**src/rtl/id_ex_skid_stage.sv**
```systemverilog
// ID/EX pipeline stage: valid/ready handshake, 2-entry skid buffer, synchronous flush.
// Optional write-back bypass into captured operands is enabled by defining ID_EX_WB_BYPASS_EN.
module id_ex_skid_stage #(
  parameter int XLEN   = 32,
  parameter int REG_AW = 5,
  parameter int CTRL_W = 11
) (
  input  logic              clk,
  input  logic              rst,
  input  logic              valid_d,
  output logic              ready_d,
  input  logic [CTRL_W-1:0] ctrl_d,
  input  logic [REG_AW-1:0] rs1_d,
  input  logic [REG_AW-1:0] rs2_d,
  input  logic [REG_AW-1:0] rd_d,
  input  logic [XLEN-1:0]   rd1_d,
  input  logic [XLEN-1:0]   rd2_d,
  input  logic [XLEN-1:0]   pc_d,
  input  logic [XLEN-1:0]   imm_d,
  input  logic [XLEN-1:0]   pc_plus4_d,
  input  logic              we_w,
  input  logic [REG_AW-1:0] rd_w,
  input  logic [XLEN-1:0]   wd_w,
  input  logic              flush_e,
  output logic              valid_e,
  input  logic              ready_e,
  output logic [CTRL_W-1:0] ctrl_e,
  output logic [REG_AW-1:0] rs1_e,
  output logic [REG_AW-1:0] rs2_e,
  output logic [REG_AW-1:0] rd_e,
  output logic [XLEN-1:0]   rd1_e,
  output logic [XLEN-1:0]   rd2_e,
  output logic [XLEN-1:0]   pc_e,
  output logic [XLEN-1:0]   imm_e,
  output logic [XLEN-1:0]   pc_plus4_e
);

  typedef struct packed {
    logic [CTRL_W-1:0] ctrl;
    logic [REG_AW-1:0] rs1;
    logic [REG_AW-1:0] rs2;
    logic [REG_AW-1:0] rd;
    logic [XLEN-1:0]   rd1;
    logic [XLEN-1:0]   rd2;
    logic [XLEN-1:0]   pc;
    logic [XLEN-1:0]   imm;
    logic [XLEN-1:0]   pc4;
  } beat_t;

  typedef enum logic [1:0] {
    ST_EMPTY = 2'd0,
    ST_ONE   = 2'd1,
    ST_TWO   = 2'd2
  } state_t;

  state_t r_state;
  state_t w_nxt_state;
  logic   r_ready;
  beat_t  r_main;
  beat_t  r_skid;
  beat_t  w_in_beat;
  logic   w_in;
  logic   w_out;
  logic   w_valid;
  logic   w_ld_main_in;
  logic   w_ld_main_skid;
  logic   w_ld_skid_in;

`ifdef ID_EX_WB_BYPASS_EN
  // Keeps an operand coherent with the register-file write happening this cycle; x0 is never bypassed.
  function automatic beat_t f_bypass(input beat_t b);
    beat_t r;
    r = b;
    if (we_w && (rd_w != '0)) begin
      if (b.rs1 == rd_w) r.rd1 = wd_w;
      if (b.rs2 == rd_w) r.rd2 = wd_w;
    end
    return r;
  endfunction
`else
  function automatic beat_t f_bypass(input beat_t b);
    return b;
  endfunction

  logic w_unused_wb;
  assign w_unused_wb = ^{we_w, rd_w, wd_w};
`endif

  assign w_in_beat = '{ctrl: ctrl_d, rs1: rs1_d, rs2: rs2_d, rd: rd_d,
                       rd1: rd1_d, rd2: rd2_d, pc: pc_d, imm: imm_d, pc4: pc_plus4_d};

  assign w_valid = (r_state != ST_EMPTY);
  assign w_in    = valid_d && r_ready;
  assign w_out   = w_valid && ready_e;

  always_comb begin
    w_nxt_state    = r_state;
    w_ld_main_in   = 1'b0;
    w_ld_main_skid = 1'b0;
    w_ld_skid_in   = 1'b0;
    case (r_state)
      ST_EMPTY: begin
        if (w_in) begin
          w_nxt_state  = ST_ONE;
          w_ld_main_in = 1'b1;
        end
      end
      ST_ONE: begin
        if (w_in && w_out) begin
          w_ld_main_in = 1'b1;
        end else if (w_in) begin
          w_nxt_state  = ST_TWO;
          w_ld_skid_in = 1'b1;
        end else if (w_out) begin
          w_nxt_state  = ST_EMPTY;
        end
      end
      ST_TWO: begin
        if (w_out) begin
          w_nxt_state    = ST_ONE;
          w_ld_main_skid = 1'b1;
        end
      end
      default: w_nxt_state = ST_EMPTY;
    endcase
    // Flush wins over everything, including a beat accepted in the same cycle.
    if (flush_e) begin
      w_nxt_state    = ST_EMPTY;
      w_ld_main_in   = 1'b0;
      w_ld_main_skid = 1'b0;
      w_ld_skid_in   = 1'b0;
    end
  end

  // ready_d comes straight from a flop so ready_e never reaches the decode side combinationally.
  always_ff @(posedge clk or negedge rst) begin
    if (!rst) begin
      r_state <= ST_EMPTY;
      r_ready <= 1'b0;
    end else begin
      r_state <= w_nxt_state;
      r_ready <= (w_nxt_state != ST_TWO);
    end
  end

  always_ff @(posedge clk or negedge rst) begin
    if (!rst) begin
      r_main <= '0;
      r_skid <= '0;
    end else begin
      if (w_ld_main_in)        r_main <= f_bypass(w_in_beat);
      else if (w_ld_main_skid) r_main <= f_bypass(r_skid);
      else                     r_main <= f_bypass(r_main);

      if (w_ld_skid_in) r_skid <= f_bypass(w_in_beat);
      else              r_skid <= f_bypass(r_skid);
    end
  end

  assign ready_d    = r_ready;
  assign valid_e    = w_valid;
  assign ctrl_e     = w_valid ? r_main.ctrl : '0;
  assign rs1_e      = r_main.rs1;
  assign rs2_e      = r_main.rs2;
  assign rd_e       = r_main.rd;
  assign rd1_e      = r_main.rd1;
  assign rd2_e      = r_main.rd2;
  assign pc_e       = r_main.pc;
  assign imm_e      = r_main.imm;
  assign pc_plus4_e = r_main.pc4;

endmodule

```
**config.mk**
```make
export PLATFORM = sky130hd
export DESIGN_NAME = id_ex_skid_stage
export DESIGN_NICKNAME = d
export VERILOG_FILES = /design/src/rtl/id_ex_skid_stage.sv
export SDC_FILE = /design/constraint.sdc
export NUM_CORES = 1
export LEC_CHECK = 0
export BUFFER_PORTS_ARGS = -buffer_cell sky130_fd_sc_hd__buf_2
export CORE_AREA = 2 2 188 190
export CTS_BUF_LIST = sky130_fd_sc_hd__clkbuf_16
export CTS_CLUSTER_DIAMETER = 60
export DETAILED_ROUTE_END_ITERATION = 16
export DIE_AREA = 0 0 190 192
export HOLD_SLACK_MARGIN = 0.05
export PLACE_DENSITY = 0.86
export REMOVE_ABC_BUFFERS = 1
export SLEW_MARGIN = 10
export SYNTH_ARGS = -nofsm -noshare
export SYNTH_HDL_FRONTEND = slang
export SYNTH_SLANG_ARGS = --single-unit
```
**constraint.sdc**
```tcl
create_clock -name clk -period 2.4 [get_ports clk]
set_input_delay 0.12 -clock clk [delete_from_list [all_inputs] [get_ports clk]]
set_output_delay 0.12 -clock clk [all_outputs]
set_load 0.01 [all_outputs]
```
# [Yosys cells after proc, flatten, opt, wreduce, memory -nomap -nowiden]
# Index checks and enable logic that the tools add are counted.
[totals] regBits=375 in_bits=229 output_inout_bits=188 word_cells=49
[classes] eq_ne=3 mux=20 reduce_logical=6
[ops] cell="$mux W186" n=2
[ops] cell="$mux W2" n=6
[ops] cell="$mux W11" n=1
[ops] cell="$mux W1" n=9
[ops] cell="$pmux W2 S3" n=1
[ops] cell="$reduce_bool A2 Y1" n=2
[ops] cell="$logic_and A1 B1 Y1" n=3
[ops] cell="$eq A2 B1 Y1 const B" n=1
[ops] cell="$eq A2 B2 Y1 const B" n=1
[ops] cell="$logic_not A2 Y1" n=1
[ops] cell="$ne A2 B2 Y1 const B" n=1
[ops] cell="$pmux W1 S2" n=1

# [Logic depth before layout (Yosys ltp)]
# Gate-level depths: netlist of the first run.
[logic_depth] word_depth=8 mapped_depth=7

# [Least setup slack after synthesis of the first run]
# No wires, ideal clock.
[synth_timing] kind="register to register" start="reg r_ready (netlist: ready_d)" end="reg r_main, in the netlist rd1_e[0]" setup_ns=0.137 arrival_time_ns=1.619 required_time_ns=2.263 slack_ns=0.645 path_stages_with_launch=8 path_buffers=3 path_cell_list="dfrtp_1 nand2_1 or4_1 buf_2 buf_6 buf_6 mux2i_1 a21oi_1"
[synth_via] elab_chain_len=6
[synth_lines] item="from (decl)" line="58" rtl="logic r_ready;"
[synth_lines] item="from (signal assigned)" line="142" rtl="r_ready <= (w_nxt_state != ST_TWO);"
[synth_lines] item="$logic_and A1 B1 Y1 (*)" line="93" rtl="assign w_in = valid_d && r_ready;"
[synth_lines] item="$logic_and A1 B1 Y1" line="109" rtl="if (w_in && w_out) begin"
[synth_lines] item="$mux W1" line="109"
[synth_lines] item="$pmux W1 S2 (*)" line="101" rtl="case (r_state)"
[synth_lines] item="$mux W1 (*)" line="127" rtl="if (flush_e) begin"
[synth_lines] item="$mux W186 or $reduce_bool A2 Y1 (tied branches)"
[synth_lines] item="to (signal assigned)" line="151" rtl="if (w_ld_main_in) r_main <= f_bypass(w_in_beat);"
[synth_lines] item="to (signal assigned)" line="152" rtl="else if (w_ld_main_skid) r_main <= f_bypass(r_skid);"
[synth_lines] item="to (signal assigned)" line="153" rtl="else r_main <= f_bypass(r_main);"
[synth_lines] item="to (decl)" line="59" rtl="beat_t r_main;"
# Every way passes the cells marked *; elsewhere a longest branch is shown, timed or not.
# A chain may end at the register's enable or synchronous reset.

# [Worst setup path in the final report of the first run]
[layout_timing] start="reg r_ready (netlist: ready_d)" end="reg r_main, in the netlist pc_e[26]"
# Same word-level chain as after synthesis.

==> results of run 1 <==
layout by cell type, fill, tap and decap left out, types with 2 or more instances in the layout:
| cell | count |
|---|---|
| dlygate4sd3_1 | 190 |
| inv_1 | 13 |
| clkbuf_16 | 41 |
| a21oi_1 | 186 |
| mux2_2 | 186 |
| buf_4 | 26 |
| buf_2 | 377 |
| buf_12 | 14 |
| mux2i_1 | 186 |
| diode_2 | 5 |
| nor2b_1 | 12 |
| nor2_1 | 188 |
| clkinv_1 | 4 |
| nand2_1 | 2 |
| dfrtp_1 | 375 |
| clkinv_2 | 10 |
power by group through the flow:
stage | Combinational, W | Clock, W | Sequential [W]
global route | 0.00528 | 0.00597 | 0.00925
global placement | 0.00419 | 0 | 0.00890
detailed placement | 0.00443 | 0 | 0.00905
floorplan | 0.00279 | 0 | 0.00924
finish | 0.00486 | 0.00559 | 0.00909
CTS | 0.00471 | 0.00566 | 0.00897
cell families (layout without fill, tap and decap cells):
group | after synthesis | in the layout | synth area share, %
multiplexers | 372 | 372 | 23.36
AND/OR/NAND/NOR | 210 | 210 | 4.994
other | 0 | 5 | 0
AO/OA/AOI/OAI | 191 | 191 | 5.689
buffers and inverters | 260 | 679 | 10.54
flip-flops | 375 | 375 | 55.41
critical path, cell delays in order, from the launching register on:
cell	delay, ps
dfrtp_1	430
nand2_1	120
or4_4	540
buf_12	220
mux2i_1	390
a21oi_1	130
area by class of cell:
type | instances | share of cell area [%]
antenna | 5 | 0.05901
clock buffer | 41 | 4.839
clock inverter | 28 | 0.6314
inverter | 2 | 0.03540
multi-input combinational | 773 | 27.31
sequential | 375 | 44.26
tap | 455 | 2.685
timing repair buffer | 608 | 20.18
how the worst max path moves through the flow:
stage                    startpoint               endpoint  cells past startpoint
6_report          ready_d$_DFF_PN0_   pc_e[26]$_DFFE_PN0P_                      5
5_1_grt        r_state[0]$_DFF_PN0_   pc_e[16]$_DFFE_PN0P_                      5
4_1_cts        r_state[0]$_DFF_PN0_  rd1_e[20]$_DFFE_PN0P_                      5
3_5_place_dp   r_state[0]$_DFF_PN0_  rd1_e[21]$_DFFE_PN0P_                      5
3_3_place_gp   r_state[0]$_DFF_PN0_    rd_e[3]$_DFFE_PN0P_                      5
2_1_floorplan  r_state[0]$_DFF_PN0_   imm_e[0]$_DFFE_PN0P_                      3
routing by layer:
metal / up-vias / track usage (%) / share of wire [%]
li1: 5427 / - / -
met1: 6055 / 26.28 / 36
met2: 543 / 42.52 / 52
met3: 178 / 6.103 / 6.8
met4: 0 / 15.09 / 5.4
met5: - / 0 / 0
flip-flops by register name, indices dropped and copies added, names as in the netlist, 11 cells and up:
signal,cells
imm_e,32
pc_plus4_e,32
pc_e,32
rd2_e,32
r_main,11
r_skid,186
rd1_e,32
metrics by stage:
| stage | hold slack [ps] | instances |
|---|---|---|
| finish | 194.4 | 2287 |
| global route | 217.2 | 2286 |
| global placement | 152.0 | 2023 |
| CTS | 170.5 | 2282 |
| detailed placement | 160.9 | 2023 |
| floorplan | -175.6 | 1150 |
==> reports/results.tsv, run 1 <==
stage	metric	value	unit
yosys	netlist_top_cells_count	dfrtp_1, nor2_1, a21oi_1, mux2_2, mux2i_1	
grt	grt_first_pass_wirelength	69560	um
yosys	synthFlopType	dfrtp_1	
sta	min_period	2270	ps
routing	wl_per_cell	19.57	um
sta	slew_viol_final	0	
placement	gp_congestion	0.8171	
placement	dp_slack	322.5	ps
setup_path	crit_path_max_fanout	99	
die	die-area	36480	um2
die	rows	68	
routing	via_per_inst	5.336	
yosys	synth_edf_count	0	
sta	fin_tns_setup	0	ps
setup_path	r2r_cells	5	
die	die_w	190	um
clock_network	htreeDepth	2	
sta	setup_viol	0	
routing	dr_total_vias	12203	
clock_network	clk_pin_slew	60	ps
routing	detail-route-antenna-nets	0	
clock_network	clockBufferDepth	3	
clock_network	holdBufCountCts	190	
sta	rsz0062_at_grt	false	
cells_and_area	multi_input_area	5792	um2
sta	fin_ws	129.6	ps
clock_network	cts_setup_buffers	0	
power_and_ir_drop	power_per_cell_area	921.9	nW/um2
yosys	synth_cells	1408	
yosys	async_flop_share	100.0	%
setup_path	criticalPathCategory	reg -> reg	
setup_path	r2r_setup_slack	130	ps
routing	dr.first_iter.drc_count	451	
yosys	synth_cell_types	24	
power_and_ir_drop	leakage	10.76	nW
power_and_ir_drop	vdd_drop_max	0.0007260	V
sta	hold_viol_final	0	
cells_and_area	design_area	21200	um2
power_and_ir_drop	p_int	0.01355	W
clock_network	cts_buffers	40	
clock_network	post_cts_resized	0	
cells_and_area	seqCellArea	9384	um2
setup_path	worstSetupEndpointType	flop	
power_and_ir_drop	p_comb_share	24.9	%
placement	io_buffer_count	378	
setup_path	critPathLaunchType	flop	
run	cap_violations	0	
setup_path	rr_endpoint	pc_e[26]$_DFFE_PN0P_	
setup_path	crit_required	2800	ps
grt	grt_pass1_vias	13303	
sta	slew_headroom	35.11	%
clock_network	clock_latency	540	ps
clock_network	cts_root_buf	clkbuf_16	
status	status	finished clean	
sta	skew	17.15	ps
grt	track_usage	24.22	%
yosys	syn_avg_cell_area	12.03	um2
die	coreArea	34290	um2
yosys	netlist_top_cells_area	dfrtp_1, mux2_2, mux2i_1	
yosys	ys_warn_count	0	
power_and_ir_drop	p_clk_share	28.6	%
yosys	ys_seq_elements	375	
yosys	yosysMostFrequentCell	dfrtp_1	
die	num_io_pins	417	
power_and_ir_drop	share_seq_of_total_power	46.5	%
cells_and_area	drive_gt1_share	36.23	%
yosys	seq_area_frac_synth	55.41	%
grt	grt_antenna_before_repair	3	
cells_and_area	fin_util	61.84	%
routing	first_pass_iters	4	
grt	grt_remaining_overflow	0	
power_and_ir_drop	finalPower	0.01955	W
cells_and_area	nets	2029	
setup_path	arrival	2670	ps
yosys	yosysTopAreaCellShare	55.41	%
die	start_util	49.39	%
sta	fmax	0.4405	GHz
die	die_y	192	um
clock_network	cts_tree	built	
routing	drc_errors	0	
cells_and_area	area_growth	25.21	%
cells_and_area	fillers	2359	
sta	fin_crit_sh	94.60	%
sta	tightest_slew	973.3	ps
hold_path	hold_class	in -> async	
clock_network	cts_sinks	375	
placement	dpl.hpwl	25210	um
yosys	syn_area	16930	um2
yosys	yosys.area.top_type	dfrtp_1	
grt	grt_start_max_net_pins	100	
setup_path	r2r-start	ready_d$_DFF_PN0_	
placement	placed_area	18130	um2
routing	routed_wl	44760	um
power_and_ir_drop	swShare	30.68	%
power_and_ir_drop	power.switching	0.005997	W
Power figures use the tool's default switching activity.
==> inputs of run 2 (changes only) <==
--- a/config.mk
+++ b/config.mk
@@ -6,13 +6,13 @@
 export NUM_CORES = 1
 export LEC_CHECK = 0
 export BUFFER_PORTS_ARGS = -buffer_cell sky130_fd_sc_hd__buf_2
-export CORE_AREA = 2 2 188 190
+export CORE_AREA = 2 2 181 183
 export CTS_BUF_LIST = sky130_fd_sc_hd__clkbuf_16
 export CTS_CLUSTER_DIAMETER = 60
 export DETAILED_ROUTE_END_ITERATION = 16
-export DIE_AREA = 0 0 190 192
+export DIE_AREA = 0 0 183 185
 export HOLD_SLACK_MARGIN = 0.05
-export PLACE_DENSITY = 0.86
+export PLACE_DENSITY = 0.91
 export REMOVE_ABC_BUFFERS = 1
 export SLEW_MARGIN = 10
 export SYNTH_ARGS = -nofsm -noshare
==> reports/results.tsv, run 2 (same netlist as run 1, synthesis figures left out) <==
stage	metric	value	unit	change
grt	grtUsageMet2	46.61	%	+4.1 points
routing	first_pass_iters	5		+1
grt	grt_pass1_vias	13395		+0.69%
sta	fmax	0.4391	GHz	-0.31%
setup_path	slowest_stage	or4_4		
setup_path	cp_cell_sequence	nor2b_1 > or4_4 > buf_4 > mux2i_1 > a21oi_1		
sta	skew	26.43	ps	+9.281 ps
sta	setup_viol	0		unchanged
setup_path	crit_family	simple AND/OR/NAND/NOR gates		
cells_and_area	drive_gt1_share	36.02	%	-0.21 points
clock_network	clockBufferDepth	3		unchanged
clock_network	clock_latency	520	ps	-20 ps
cells_and_area	area_growth	25.53	%	
die	die_y	185	um	-3.6%
hold_path	hold_class	in -> async		
grt	grt_start_max_net_pins	78		-22%
sta	hold-worst-slack	218.8	ps	+24.42 ps
sta	tightest_slew	691.1	ps	-282.2 ps
routing	dr.first_iter.drc_count	719		+59%
clock_network	cts_root_buf	clkbuf_16		
setup_path	setup.worst_path.start	r_state[0]$_DFF_PN0_		
setup_path	crit_path_max_fanout	24		-76%
grt	use_met3	5.525	%	-0.58 points
cells_and_area	top_register	r_skid		
grt	grt_antenna_before_repair	4		+1
clock_network	cts_tree	built		
clock_network	htreeDepth	2		unchanged
setup_path	critPathLaunchType	flop		
clock_network	cts_setup_buffers	0		unchanged
power_and_ir_drop	finalPower	0.01977	W	+1.1%
setup_path	r2r-start	r_state[0]$_DFF_PN0_		
cells_and_area	final_common_cell	buf_2		
setup_path	critPathBufInv	1		unchanged
die	rows	66		-2.9%
routing	routed_wl	45090	um	+0.74%
sta	fin_tns_setup	0	ps	unchanged
routing	drc_errors	0		unchanged
grt	grt_first_pass_wirelength	69820	um	+0.38%
routing	via_per_inst	5.557		+4.2%
run	cap_violations	0		unchanged
routing	wl_per_cell	20.20	um	+3.2%
clock_network	clk_pin_slew	60	ps	about the same
power_and_ir_drop	power_per_cell_area	929.8	nW/um2	+0.85%
setup_path	arrival	2660	ps	about the same
setup_path	worstSetupEndpointType	flop		
clock_network	post_cts_resized	0		unchanged
sta	slew_viol_final	0		unchanged
grt	top_usage_layer	met2		
die	die_w	183	um	-3.7%
sta	hold_viol_final	0		unchanged
routing	dr_total_vias	12404		+1.6%
cells_and_area	fin_util	66.35	%	+4.5 points
routing	detail-route-antenna-nets	0		unchanged
setup_path	criticalPathCategory	reg -> reg		
placement	dp_cells	1975		-2.4%
clock_network	cts_buffers	40		unchanged
cells_and_area	fin_cells	2232		-2.4%
sta	min_period	2277	ps	+7.138 ps
sta	rsz0062_at_grt	false		
die	die-area	33860	um2	-7.2%
grt	grt_remaining_overflow	0		unchanged
die	start_util	52.85	%	+3.5 points
cells_and_area	largest_reg_flops	186		unchanged
status	status	finished clean		
grt	grt_use_met1	28.90	%	+2.6 points
placement	gp_congestion	0.8127		-0.54%
sta	slew_headroom	53.92	%	+19 points
setup_path	slowest_delay	500	ps	-40 ps
clock_network	cts_sinks	375		unchanged
power_and_ir_drop	vdd_drop_max	0.0007302	V	+0.58%
setup_path	cp.depth	5		unchanged
setup_path	r2r_cells	5		unchanged
grt	track_usage	25.94	%	+1.7 points
die	coreArea	32040	um2	-6.6%
cells_and_area	final_cell_mix	buf_2, dfrtp_1, dlygate4sd3_1		
placement	io_buffer_count	378		unchanged
die	num_io_pins	417		unchanged
power_and_ir_drop	leakage	10.80	nW	+0.31%
placement	dpl.hpwl	25330	um	+0.47%
cells_and_area	nets	2028		-0.049%
sta	fin_crit_sh	94.90	%	+0.30 points
setup_path	crit_required	2780	ps	-20 ps
[run 2: cell types whose count changed in the layout (fill, tap and decap cells not counted)]
cell | previous run | this run
clkinv_2 | 10 | 2
inv_8 | 1 | 0
inv_6 | 1 | 3
bufinv_16 | 0 | 2
diode_2 | 5 | 3
buf_12 | 14 | 22
buf_4 | 26 | 17
clkinv_1 | 4 | 6
inv_1 | 13 | 11
[run 2: final cells by class]
class / instances / area (um2)
clock inverters: 23 / 160.2
clock buffers: 41 / 1026
flip-flops and latches: 375 / 9384
diodes: 3 / 7.507
fillers: 2100 / 10780
multi-input cells: 773 / 5792
repair buffers: 607 / 4372
well taps: 408 / 510.5
inverters: 2 / 7.507
[run 2: through the flow]
step / area [um2] / setup WS (ps)
floorplan: 15160 / -13400
global placement: 18160 / 322.3
detailed placement: 18160 / 202.0
CTS: 21250 / 176.1
global route: 21260 / 8.507
finish: 21260 / 122.5
[run 2: routing by layer]
layer,up-vias,part of all wire [%]
li1,5432,-
met1,6198,36
met2,579,52
met3,193,6.5
met4,2,5.6
met5,-,0.029
[run 2: where the power goes]
part	internal, W	switching, W	total, W
combinational	0.00241	0.00251	0.00492
sequential	0.00806	0.00105	0.00910
clock	0.00329	0.00245	0.00574
[run 2: what timing repair did]
item                                    in CTS  in global routing
endpoints found under the setup margin       0                  0
hold buffers                               190                  0
endpoints found under the hold margin      442                  0
[run 2: worst reg2reg max path: stages (launching register included)]
cell	delay (ps)
dfrtp_1	380
nor2b_1	330
or4_4	510
buf_4	490
mux2i_1	330
a21oi_1	120
[run 2: final timing paths]
kind | slack (ps) | end
worst max-delay path | 120 | rs1_e[0]$_DFFE_PN0P_
worst min-delay path | 220 | rd2_e[7]$_DFFE_PN0P_
worst max register to register | 120 | rs1_e[0]$_DFFE_PN0P_
worst min register to register | 500 | r_skid[100]$_DFFE_PN0P_
max in group asynchronous | 1420 | r_skid[178]$_DFFE_PN0P_
min in group clk | 300 | r_state[1]$_DFF_PN0_
==> inputs of run 3 (changes only) <==
--- a/config.mk
+++ b/config.mk
@@ -6,13 +6,13 @@
 export NUM_CORES = 1
 export LEC_CHECK = 0
 export BUFFER_PORTS_ARGS = -buffer_cell sky130_fd_sc_hd__buf_2
-export CORE_AREA = 2 2 181 183
+export CORE_AREA = 2 2 182 184
 export CTS_BUF_LIST = sky130_fd_sc_hd__clkbuf_16
 export CTS_CLUSTER_DIAMETER = 60
 export DETAILED_ROUTE_END_ITERATION = 16
-export DIE_AREA = 0 0 183 185
+export DIE_AREA = 0 0 184 186
 export HOLD_SLACK_MARGIN = 0.05
-export PLACE_DENSITY = 0.91
+export PLACE_DENSITY = 0.9
 export REMOVE_ABC_BUFFERS = 1
 export SLEW_MARGIN = 10
 export SYNTH_ARGS = -nofsm -noshare
==> reports/results.tsv, run 3 (same netlist as run 1, synthesis figures left out) <==
stage	metric	value	unit	change
cells_and_area	fin_util	66.01	%	-0.34 points
sta	fin_crit_sh	96.74	%	+1.8 points
power_and_ir_drop	power_per_cell_area	928.8	nW/um2	-0.11%
clock_network	cts_sinks	375		unchanged
sta	tightest_slew	743.4	ps	+52.29 ps
sta	skew	16.33	ps	-10.09 ps
clock_network	post_cts_resized	0		unchanged
cells_and_area	final_cell_mix	buf_2, dfrtp_1, dlygate4sd3_1		
grt	grt_pass1_vias	13291		-0.78%
power_and_ir_drop	leakage	10.80	nW	about the same
placement	gp_congestion	0.7872		-3.1%
die	die_y	186	um	+0.54%
cells_and_area	fillers	2128		+1.3%
status	status	finished clean		
power_and_ir_drop	finalPower	0.01974	W	-0.11%
routing	dr.first_iter.drc_count	667		-7.2%
grt	track_usage	25.94	%	about the same
cells_and_area	area_growth	25.53	%	about the same
clock_network	cts_setup_buffers	0		unchanged
grt	grt_antenna_before_repair	0		-4
sta	slew_viol_final	0		unchanged
clock_network	cts_tree	built		
die	die-area	34220	um2	+1.1%
cells_and_area	seqCellArea	9384	um2	unchanged
routing	drc_errors	0		unchanged
setup_path	r2r-start	ready_d$_DFF_PN0_		
setup_path	criticalPathCategory	reg -> reg		
die	rows	66		unchanged
sta	rsz0062_at_grt	false		
setup_path	crit_required	2790	ps	about the same
routing	wl_per_cell	20.32	um	+0.59%
clock_network	cts_root_buf	clkbuf_16		
cells_and_area	top_register	r_skid		
clock_network	htreeDepth	2		unchanged
die	num_io_pins	417		unchanged
grt	grt_first_pass_wirelength	69950	um	+0.18%
routing	dr_total_vias	12401		-0.024%
run	cap_violations	0		unchanged
setup_path	worstSetupEndpointType	flop		
clock_network	clk_pin_slew	70	ps	about the same
grt	grt_remaining_overflow	0		unchanged
sta	slew_headroom	50.44	%	-3.5 points
sta	min_period	2322	ps	+44.21 ps
die	coreArea	32210	um2	+0.52%
setup_path	crit_path_max_fanout	86		+260%
hold_path	hold_class	in -> async		
routing	first_pass_iters	5		unchanged
cells_and_area	n_antenna_cell	0		-3
setup_path	setup.worst_path.start	ready_d$_DFF_PN0_		
power_and_ir_drop	vdd_drop_max	0.0007713	V	+5.6%
cells_and_area	drive_gt1_share	36.21	%	+0.19 points
die	die_w	184	um	+0.55%
grt	grt_start_max_net_pins	87		+12%
sta	hold_viol_final	0		unchanged
routing	detail-route-antenna-nets	0		unchanged
cells_and_area	multi_input_area	5792	um2	unchanged
clock_network	clock_latency	520	ps	about the same
routing	via_per_inst	5.539		-0.34%
cells_and_area	nets	2031		+0.15%
clock_network	cts_buffers	39		-2.5%
clock_network	clockBufferDepth	3		unchanged
setup_path	critPathLaunchType	flop		
placement	dpl.hpwl	25470	um	+0.54%
setup_path	arrival	2710	ps	+50 ps
sta	setup_viol	0		unchanged
cells_and_area	final_common_cell	buf_2		
die	start_util	52.58	%	-0.27 points
placement	io_buffer_count	378		unchanged
sta	fmax	0.4307	GHz	-1.9%
routing	routed_wl	45500	um	+0.90%
cells_and_area	largest_reg_flops	186		unchanged
[run 3: cell count changes in the layout (fill, tap and decap cells not counted), sizes merged]
| cell | before | now |
|---|---|---|
| inv | 14 | 10 |
| diode | 3 | 0 |
| buf | 417 | 421 |
| clkinv | 8 | 19 |
| bufinv | 2 | 1 |
[run 3: report_power, final]
group	internal, W	switching (W)	leakage, nW
combinational	0.00241	0.00249	5.71
clock	0.00320	0.00251	0.610
sequential	0.00805	0.00108	4.48
total	0.0137	0.00608	10.8
[run 3: path summary, 6_finish.rpt]
kind	to	slack, ps	cells past startpoint
worst min-delay path	r_skid[82]$_DFFE_PN0P_	160	2
worst max-delay path	rd1_e[24]$_DFFE_PN0P_	80	6
min in group clk	r_skid[153]$_DFFE_PN0P_	320	5
max in group asynchronous	imm_e[4]$_DFFE_PN0P_	1320	4
worst max register to register	rd1_e[24]$_DFFE_PN0P_	80	6
worst min register to register	r_skid[156]$_DFFE_PN0P_	510	1
[run 3: worst max-delay path: stages (launching register included)]
cell     delay [ps]
dfrtp_1         420
nand2_1         120
or4_4           540
buf_12          230
buf_4           340
mux2i_1         260
a21oi_1         120
[run 3: repair_timing]
item | CTS | global route
endpoints found under the hold margin | 503 | 0
hold buffers | 190 | 0
setup endpoints to repair | 0 | 0
[run 3: routing by layer]
metal	GRT usage [%]	wire length [um]	vias up	part of all wire, %
met2	48.17	24300	541	53
met3	5.791	2739	169	6.0
met4	12.67	2130	0	4.7
li1	-	-	5453	-
met1	27.84	16330	6238	36
met5	0	0	-	0
[run 3: per-stage QoR]
stage	hold WS [ps]	worst slack [ps]	TNS, ps	area (um2)	instances
floorplan	-175.6	-13400	-3015340	15160	1150
global placement	128.3	404.3	0	18170	1979
detailed placement	134.7	349.6	0	18170	1979
CTS	178.0	336.8	0	21260	2239
global route	182.2	155.5	0	21260	2239
finish	159.8	78.29	0	21260	2239
[run 3: final cells by class]
type | count | share of cell area (%)
Sequential cell | 375 | 44.14
Tap cell | 408 | 2.401
Clock inverter | 29 | 0.7593
Inverter | 2 | 0.03531
Multi-Input combinational cell | 773 | 27.25
Clock buffer | 41 | 4.826
Timing Repair Buffer | 611 | 20.59
